--- src/rtl/multi_code_counter_pkg.sv ---
// Shared mode encodings and Gray/binary conversion helpers for multi_code_counter.
// Conversions work on a wide fixed type; callers size-cast in and out.
package multi_code_counter_pkg;

    localparam logic [1:0] MODE_BIN  = 2'b00;
    localparam logic [1:0] MODE_BCD  = 2'b01;
    localparam logic [1:0] MODE_GRAY = 2'b10;
    localparam logic [1:0] MODE_RSVD = 2'b11;

    localparam int CONV_W = 64;
    typedef logic [CONV_W-1:0] conv_t;

    function automatic conv_t bin_to_gray(input conv_t b);
        return b ^ (b >> 1);
    endfunction

    // Zero-extended upper bits leave the lower decoded bits unaffected.
    function automatic conv_t gray_to_bin(input conv_t g);
        conv_t b;
        b[CONV_W-1] = g[CONV_W-1];
        for (int i = CONV_W - 2; i >= 0; i--) begin
            b[i] = b[i+1] ^ g[i];
        end
        return b;
    endfunction

endpackage

--- src/rtl/multi_code_counter_bcd_digit_stage.sv ---
// Next-state logic for one BCD digit with carry/borrow chaining.
// The digit storage itself is the matching nibble of the top-level count register.
module bcd_digit_stage (
    input  logic [3:0] digit,
    input  logic       up,
    input  logic       step_in,
    input  logic       load,
    input  logic       clear,
    input  logic [3:0] load_digit,
    output logic [3:0] next_digit,
    output logic       step_out
);

    logic at_end;

    assign at_end   = up ? (digit == 4'd9) : (digit == 4'd0);
    // Chained step_out of the last digit marks a full-range wrap.
    assign step_out = step_in & at_end;

    always_comb begin
        next_digit = digit;
        if (clear) begin
            next_digit = 4'd0;
        end else if (load) begin
            next_digit = (load_digit > 4'd9) ? 4'd0 : load_digit;
        end else if (step_in) begin
            if (at_end) begin
                next_digit = up ? 4'd0 : 4'd9;
            end else begin
                next_digit = up ? digit + 4'd1 : digit - 4'd1;
            end
        end
    end

endmodule

--- src/rtl/multi_code_counter.sv ---
// Up/down counter with binary, multi-digit BCD or Gray output encoding,
// parallel load and a one-cycle terminal-count flag.
module multi_code_counter
    import multi_code_counter_pkg::*;
#(
    parameter int WIDTH = 8
) (
    input  logic             Clock,
    input  logic             Reset_n,
    input  logic             Enable,
    input  logic             Up,
    input  logic [1:0]       Mode,
    input  logic             Load,
    input  logic [WIDTH-1:0] LoadValue,
    output logic [WIDTH-1:0] Counter,
    output logic             Flag
);

    localparam int DIGITS = WIDTH / 4;

    logic [WIDTH-1:0] count;
    logic [1:0]       mode_q;
    logic             mode_change;
    logic             count_step;
    logic             bin_wrap;
    logic [WIDTH-1:0] gray_load;
    logic [WIDTH-1:0] bcd_next;
    logic [DIGITS:0]  bcd_step;

    assign mode_change = (Mode != mode_q);
    assign count_step  = Enable & ~Load;
    assign bin_wrap    = Up ? (count == {WIDTH{1'b1}}) : (count == {WIDTH{1'b0}});
    assign gray_load   = WIDTH'(gray_to_bin(CONV_W'(LoadValue)));
    assign bcd_step[0] = count_step;

    for (genvar g = 0; g < DIGITS; g++) begin : g_bcd
        bcd_digit_stage u_stage (
            .digit      (count[4*g +: 4]),
            .up         (Up),
            .step_in    (bcd_step[g]),
            .load       (Load),
            .clear      (~Reset_n | mode_change),
            .load_digit (LoadValue[4*g +: 4]),
            .next_digit (bcd_next[4*g +: 4]),
            .step_out   (bcd_step[g+1])
        );
    end

    // Binary and Gray share the binary count; BCD rewrites the same bits digit-wise.
    always_ff @(posedge Clock) begin
        if (!Reset_n) begin
            count  <= '0;
            Flag   <= 1'b0;
            mode_q <= Mode;
        end else if (mode_change) begin
            count  <= '0;
            Flag   <= 1'b0;
            mode_q <= Mode;
        end else begin
            Flag <= 1'b0;
            case (mode_q)
                MODE_BIN, MODE_GRAY: begin
                    if (Load) begin
                        count <= (mode_q == MODE_GRAY) ? gray_load : LoadValue;
                    end else if (Enable) begin
                        count <= Up ? count + WIDTH'(1) : count - WIDTH'(1);
                        Flag  <= bin_wrap;
                    end
                end
                MODE_BCD: begin
                    count <= bcd_next;
                    Flag  <= bcd_step[DIGITS];
                end
                default: ;
            endcase
        end
    end

    always_comb begin
        case (mode_q)
            MODE_GRAY: Counter = WIDTH'(bin_to_gray(CONV_W'(count)));
            MODE_RSVD: Counter = '0;
            default:   Counter = count;
        endcase
    end

endmodule

--- config.mk ---
export PLATFORM = sky130hd
export DESIGN_NAME = multi_code_counter
export DESIGN_NICKNAME = d
export VERILOG_FILES = /design/src/rtl/multi_code_counter_pkg.sv /design/src/rtl/multi_code_counter_bcd_digit_stage.sv /design/src/rtl/multi_code_counter.sv
export SDC_FILE = /design/constraint.sdc
export NUM_CORES = 1
export LEC_CHECK = 0
export ABC_AREA = 1
export CORE_ASPECT_RATIO = 0.8
export CORE_MARGIN = 2
export CORE_UTILIZATION = 50
export CTS_BUF_LIST = sky130_fd_sc_hd__clkbuf_8
export CTS_CLUSTER_SIZE = 12
export DETAILED_ROUTE_END_ITERATION = 8
export PLACE_DENSITY = 0.74
export SLEW_MARGIN = 20
export SYNTH_ARGS = -nofsm -noshare
export SYNTH_HDL_FRONTEND = slang
export SYNTH_SLANG_ARGS = --single-unit
--- constraint.sdc ---
create_clock -name Clock -period 1.95 [get_ports Clock]
set_input_delay 0.39 -clock Clock [delete_from_list [all_inputs] [get_ports Clock]]
set_output_delay 0.39 -clock Clock [all_outputs]
set_load 0.02 [all_outputs]
* Word level (Yosys, flattened, before mapping)
Cells that the tools add are included.
Storage, ports and cells: bits in latches 0, bits of input ports 15, RAM bits 0, memory bits (read-only) 0, word-level logic and storage cells 73, register bits 11, memories 0, output and inout bits 9
Operators by class: mux-type cells 27, div/mod/pow operators 0, add/subtract/negate cells 6, eq/ne operators 11, shift operators 0, $mul 0, $lt $le $gt $ge 2, reduce and logical (&&, ||, !) cells 9, bitwise operators 14
Operators with widths (count):
- 4-bit two-way mux | 13
- 8-bit one-hot mux with 2 select lines | 2
- 8-bit two-way mux | 3
- 4-bit by 1-bit adder with 4-bit output (second input constant) | 2
- 8-bit by 1-bit adder with 8-bit output (second input constant) | 1
- 4-bit equality test (second input constant) | 2
- 8-bit equality test (second input constant) | 1
- 4-bit > comparator (second input constant) | 2
- 4-bit logical NOT | 2
- 8-bit logical NOT | 1
- 4-bit by 2-bit inequality test with 1-bit output (second input constant) | 2
- 4-bit by 1-bit subtractor with 4-bit output (second input constant) | 2
- 8-bit by 1-bit subtractor with 8-bit output (second input constant) | 1
- 8-bit by 7-bit bitwise XOR with 8-bit output | 1
- 7-bit two-way mux | 1
- 1-bit bitwise XOR | 7
- 3-bit AND reduction | 2
- 1-bit two-way mux | 5
- 2-bit equality test (second input constant) | 2
- 2-bit two-way mux | 2
- 2-bit OR reduction | 2
- 1-bit AND | 3
- 3-bit inequality test (second input constant) | 1
- 2-bit by 1-bit equality test with 1-bit output (second input constant) | 1
- 7 further kinds | 8

* Longest topological paths before layout
depth in word-level cells 10, gate-level depth with buffers 13, mapped depth without buffers 13

* Cells and area by module
From an unflattened synthesis, not the netlist that was laid out.
Second synthesis, totals: cell total of the unflattened synthesis 327, area total of the unflattened synthesis 1951.9 um2
Modules (own cells, without submodules):
- multi_code_counter | instances 1, cells an instance 211, seq. area each 240.2 um2, area an instance 1358.8 um2
- bcd_digit_stage at g_bcd[1].u_stage | instances 1, cells an instance 58, seq. area each 0.0 um2, area an instance 299.0 um2
- bcd_digit_stage at g_bcd[0].u_stage | instances 1, cells an instance 58, seq. area each 0.0 um2, area an instance 294.0 um2

* Worst setup path before layout
No wires, ideal clock.
path kind input-to-reg, start point input Up, end point register count[3], library setup time 0.109 ns, path buffers 0, required time 1.841 ns, arrival 1.672 ns, setup slack 0.169 ns, stages on the path 10, cells stage by stage inv_1 > ha_1 > a21oi_1 > nand2_1 > xor2_1 > nor2_1 > o21ai_0 > nand3_1 > nand2_1 > inv_1
Between the ends: longest elaborated chain between the ends 6, elaborated cells on any way between the ends 11, those cells by class mux (11)
Ends and longest elaborated chain:
- from (decl) | line multi_code_counter.sv:11 | input logic Up,
- 4-bit two-way mux, or another cell as far along | line multi_code_counter_bcd_digit_stage.sv:30 | next_digit = up ? digit + 4'd1 : digit - 4'd1;
- 4-bit two-way mux | line multi_code_counter_bcd_digit_stage.sv:27 | if (at_end) begin
- 4-bit two-way mux | line multi_code_counter_bcd_digit_stage.sv:26 | end else if (step_in) begin
- 4-bit two-way mux | line multi_code_counter_bcd_digit_stage.sv:24 | end else if (load) begin
- 4-bit two-way mux | line multi_code_counter_bcd_digit_stage.sv:22 | if (clear) begin
- 8-bit one-hot mux with 2 select lines * | line multi_code_counter.sv:61 | case (mode_q)
- to (signal assigned) | line multi_code_counter.sv:64 | count <= (mode_q == MODE_GRAY) ? gray_load : LoadValue;
- to (signal assigned) | line multi_code_counter.sv:66 | count <= Up ? count + WIDTH'(1) : count - WIDTH'(1);
- to (signal assigned) | line multi_code_counter.sv:71 | count <= bcd_next;
- to (decl) | line multi_code_counter.sv:21 | logic [WIDTH-1:0] count;
Mark *: on every way between the ends. The rest lies on a longest branch, timed or not. The select of a mux whose other input is x is not followed. A chain may end at the register's enable or synchronous reset.

* Worst setup path in the final report
start point register mode_q[1], end point output Counter[6]
Between the ends: longest elaborated chain between the ends 2, elaborated cells on any way between the ends 3, those cells by class eq/ne (2); mux (1)
Ends and longest elaborated chain:
- from (decl) | line multi_code_counter.sv:22 | logic [1:0] mode_q;
- from (signal assigned) | line multi_code_counter.sv:54 | mode_q <= Mode;
- from (signal assigned) | line multi_code_counter.sv:58 | mode_q <= Mode;
- 2-bit equality test | line multi_code_counter.sv:80 | case (mode_q)
- 8-bit one-hot mux with 2 select lines * | line multi_code_counter.sv:80
- to (decl) | line multi_code_counter.sv:15 | output logic [WIDTH-1:0] Counter,
Mark *: on every way between the ends. The rest lies on a longest branch, timed or not.

==> impl_metrics.toml <==
[worst_hold_path]
hold_end = "count[3]"
hp-start = "count[3]"
min_path_type = "flop to flop"
min_path_cells = 4

[placement]
port_buffers = 23
hpwlAfterDp_mm = 4.486
gp_congestion = 1.092
pre_cts_slack_ns = -0.4917

[critical_path]
path_cells = "inv_2 -> nor2_1 -> buf_4 -> nand2_1 -> o21ai_0 -> clkdlybuf4s15_1"
crit_path_max_incr_delay_ns = 0.41
crit_path_max_fanout = 4
crit_slowest_cell = "edfxtp_1"
cp_data_arrival_time_ns = 1.47
r2r_setup_slack_ns = 0.11
r2r_end = "count[6]"
endpoint_kind = "output pin"
path_class = "flop to output pin"
startpoint_type = "flop"
reg2reg_depth = 8
worstPathRequired_ns = 1.56
crit_family = "buffers and inverters"
cp.buffers_inverters = 3
r2r-start = "mode_q[1]"

[sta]
finalWorstSetupSlack_ns = 0.08738
slew_headroom = 0.7738
worstMarginPinSlew_ns = 0.3357
fmaxAchievable_mhz = 536.9
fin_setup_tns_ns = 0
hold_viol_final = 0
rsz0062_at_grt = "no"
clock_skew_ns = 0.002561
period_needed_ns = 1.863
setup-violations-final = 0
period_share = 0.9552
slew_violations = 0

[drt]
routed_wl_mm = 5.538
postRouteAntennaNets = 0
viasPerCell = 5.458
drt_drc_violations_left = 0
detail_route.iter0.violations = 167
first_pass_iters = 5
wl_per_cell_um = 13.95
via_count = 2167

[clock_network]
root_buffer = "clkbuf_8"
cts_tree = "yes"
cts_sinks = 11
clk_pin_slew_worst_paths_ns = 0.06
h-tree-depth = 1
clockBufferDepth = 2
insertion_delay_ns = 0.25
cts_buffers = 3

[global_routing]
overflow = 0
grt_pass1_vias = 1989
grt_use_total = 0.2974
grt_pass1_wl_mm = 9.301
grt_max_degree = 10
antenna_found_initial = 0

[die]
rows = 18
dieWidth_um = 69.42
fp.dieH_um = 56.33
io_pins = 24
fp.coreArea_um2 = 3176
die_area_um2 = 3910
initial_core_util = 0.5390

[run]
cap_violations = 0

[synth]
ys_ff_latch = 11
ys.flop_type = "dfxtp_1"
yosys_warnings = 0
synth_most_common_cell = "nand2_1"
synthTopCellsByArea = "ha_1 15%, nand2_1 14%, dfxtp_1 11%"
yosys.area.top_type = "ha_1"
synthDistinctLibCells = 37
synth_top_cell_area_share = 0.1462
syn_area_per_cell_um2 = 6.027
syn_area_um2 = 1712
synth_edf_count = 2
synth-seq-area-share = 0.1404
syn_inst = 284
synth_fp_nets = 321
synth_common_cells = "64 x nand2_1, 41 x inv_1, 27 x a21oi_1"
synthArstFlopShare = 0

[power_and_ir_drop]
ir_drop_v = 0.0003654
power.density_nw_per_um2 = 446.0
power_w = 0.001083
p_leak_nw = 1.271

[final_layout]
diodes = 0
drive_gt1_frac = 0.2521
fin_nets = 395
area_growth_pct = 41.81

[status]
status = "completed"
[placed cells by master (no fill, tap or decap), types with 2 or more instances in the layout]
| cell type | instances |
|---|---|
| a21oi_1 | 25 |
| a21oi_2 | 3 |
| buf_4 | 50 |
| clkbuf_2 | 4 |
| clkbuf_8 | 3 |
| clkdlybuf4s50_1 | 13 |
| clkinv_2 | 2 |
| dfxtp_1 | 9 |
| dlygate4sd2_1 | 4 |
| edfxtp_1 | 2 |
| fa_1 | 2 |
| ha_1 | 17 |
| ha_4 | 2 |
| inv_1 | 37 |
| inv_2 | 11 |
| nand2_1 | 60 |
| nand2_2 | 6 |
| nand3_1 | 19 |
| nand4_1 | 8 |
| nor2_1 | 21 |
| nor3_1 | 7 |
| o21ai_0 | 22 |
| o21ai_1 | 6 |
| o22ai_1 | 2 |
| xor2_1 | 4 |
[where the power goes]
part	leakage (nW)	total [W]	internal, W	switching (W)
sequential	0.0938	0.000254	0.000246	0.00000891
combinational	1.15	0.000574	0.000249	0.000324
clock	0.0255	0.000255	0.000142	0.000113
[what timing repair did]
action | in CTS | in global routing
hold buffers | 0 | 0
setup endpoints to repair | 15 | 11
pin swaps | 0 | 4
buffers inserted | 0 | 0
gates resized for setup | 13 | 24
[cells by family after synthesis]
logic type                 Yosys count  synth area share
adders and majority gates           22            0.1696
xor gates and xnor gates             5           0.02558
DFF                                 11            0.1404
AOI/OAI and AO/OA                   65            0.2098
buffers and inverters               54            0.1250
and+or+nand+nor                    127            0.3297
[stage by stage]
stage                     utilization  std cells  area (um2)  hold WS [ns]
after floorplan                     -        284        1712        0.4889
after global placement         0.7427        393        2359        0.6086
after detailed placement       0.7427        393        2359        0.6063
after CTS                      0.7589        397        2410        0.6169
after global routing           0.7644        397        2427        0.6783
final                          0.7644        397        2427        0.6183
[worst min-delay path: stages, from the launching register on]
cell     delay [ns]
dfxtp_1        0.31
inv_1          0.10
a21oi_1        0.08
nand2_1        0.06
inv_1          0.03
[how the worst max path moves through the flow]
stage	from	end	slack, ns	cells after the start
2_1_floorplan	Up	count[3]	0.17	10
3_3_place_gp	Up	count[6]	-0.44	12
3_5_place_dp	Up	count[6]	-0.49	12
4_1_cts	count[0]	Counter[0]	0.04	5
5_1_grt	mode_q[1]	Counter[6]	0.003	6
6_report	mode_q[1]	Counter[6]	0.09	6
[layer usage]
layer	routed length [um]	up-vias	GRT usage
li1	-	1087	-
met1	2692	990	0.4266
met2	2459	78	0.4643
met3	309	12	0.05566
met4	76	0	0.06162
met5	0	-	0
[flip-flops by register name, summed over array words and instances, names as in the netlist]
signal,count
count,8
mode_q,2
Flag,1
[cell type report]
cell class              instances  area, um2
clock buffers                   3      41.29
inverters                      49      185.2
flip-flops and latches         11      240.2
well taps                      40      50.05
fillers                       264      748.2
clock inverters                 1      5.005
multi-input cells             219       1303
repair buffers                 74      603.1
Power figures use the tool's default switching activity.
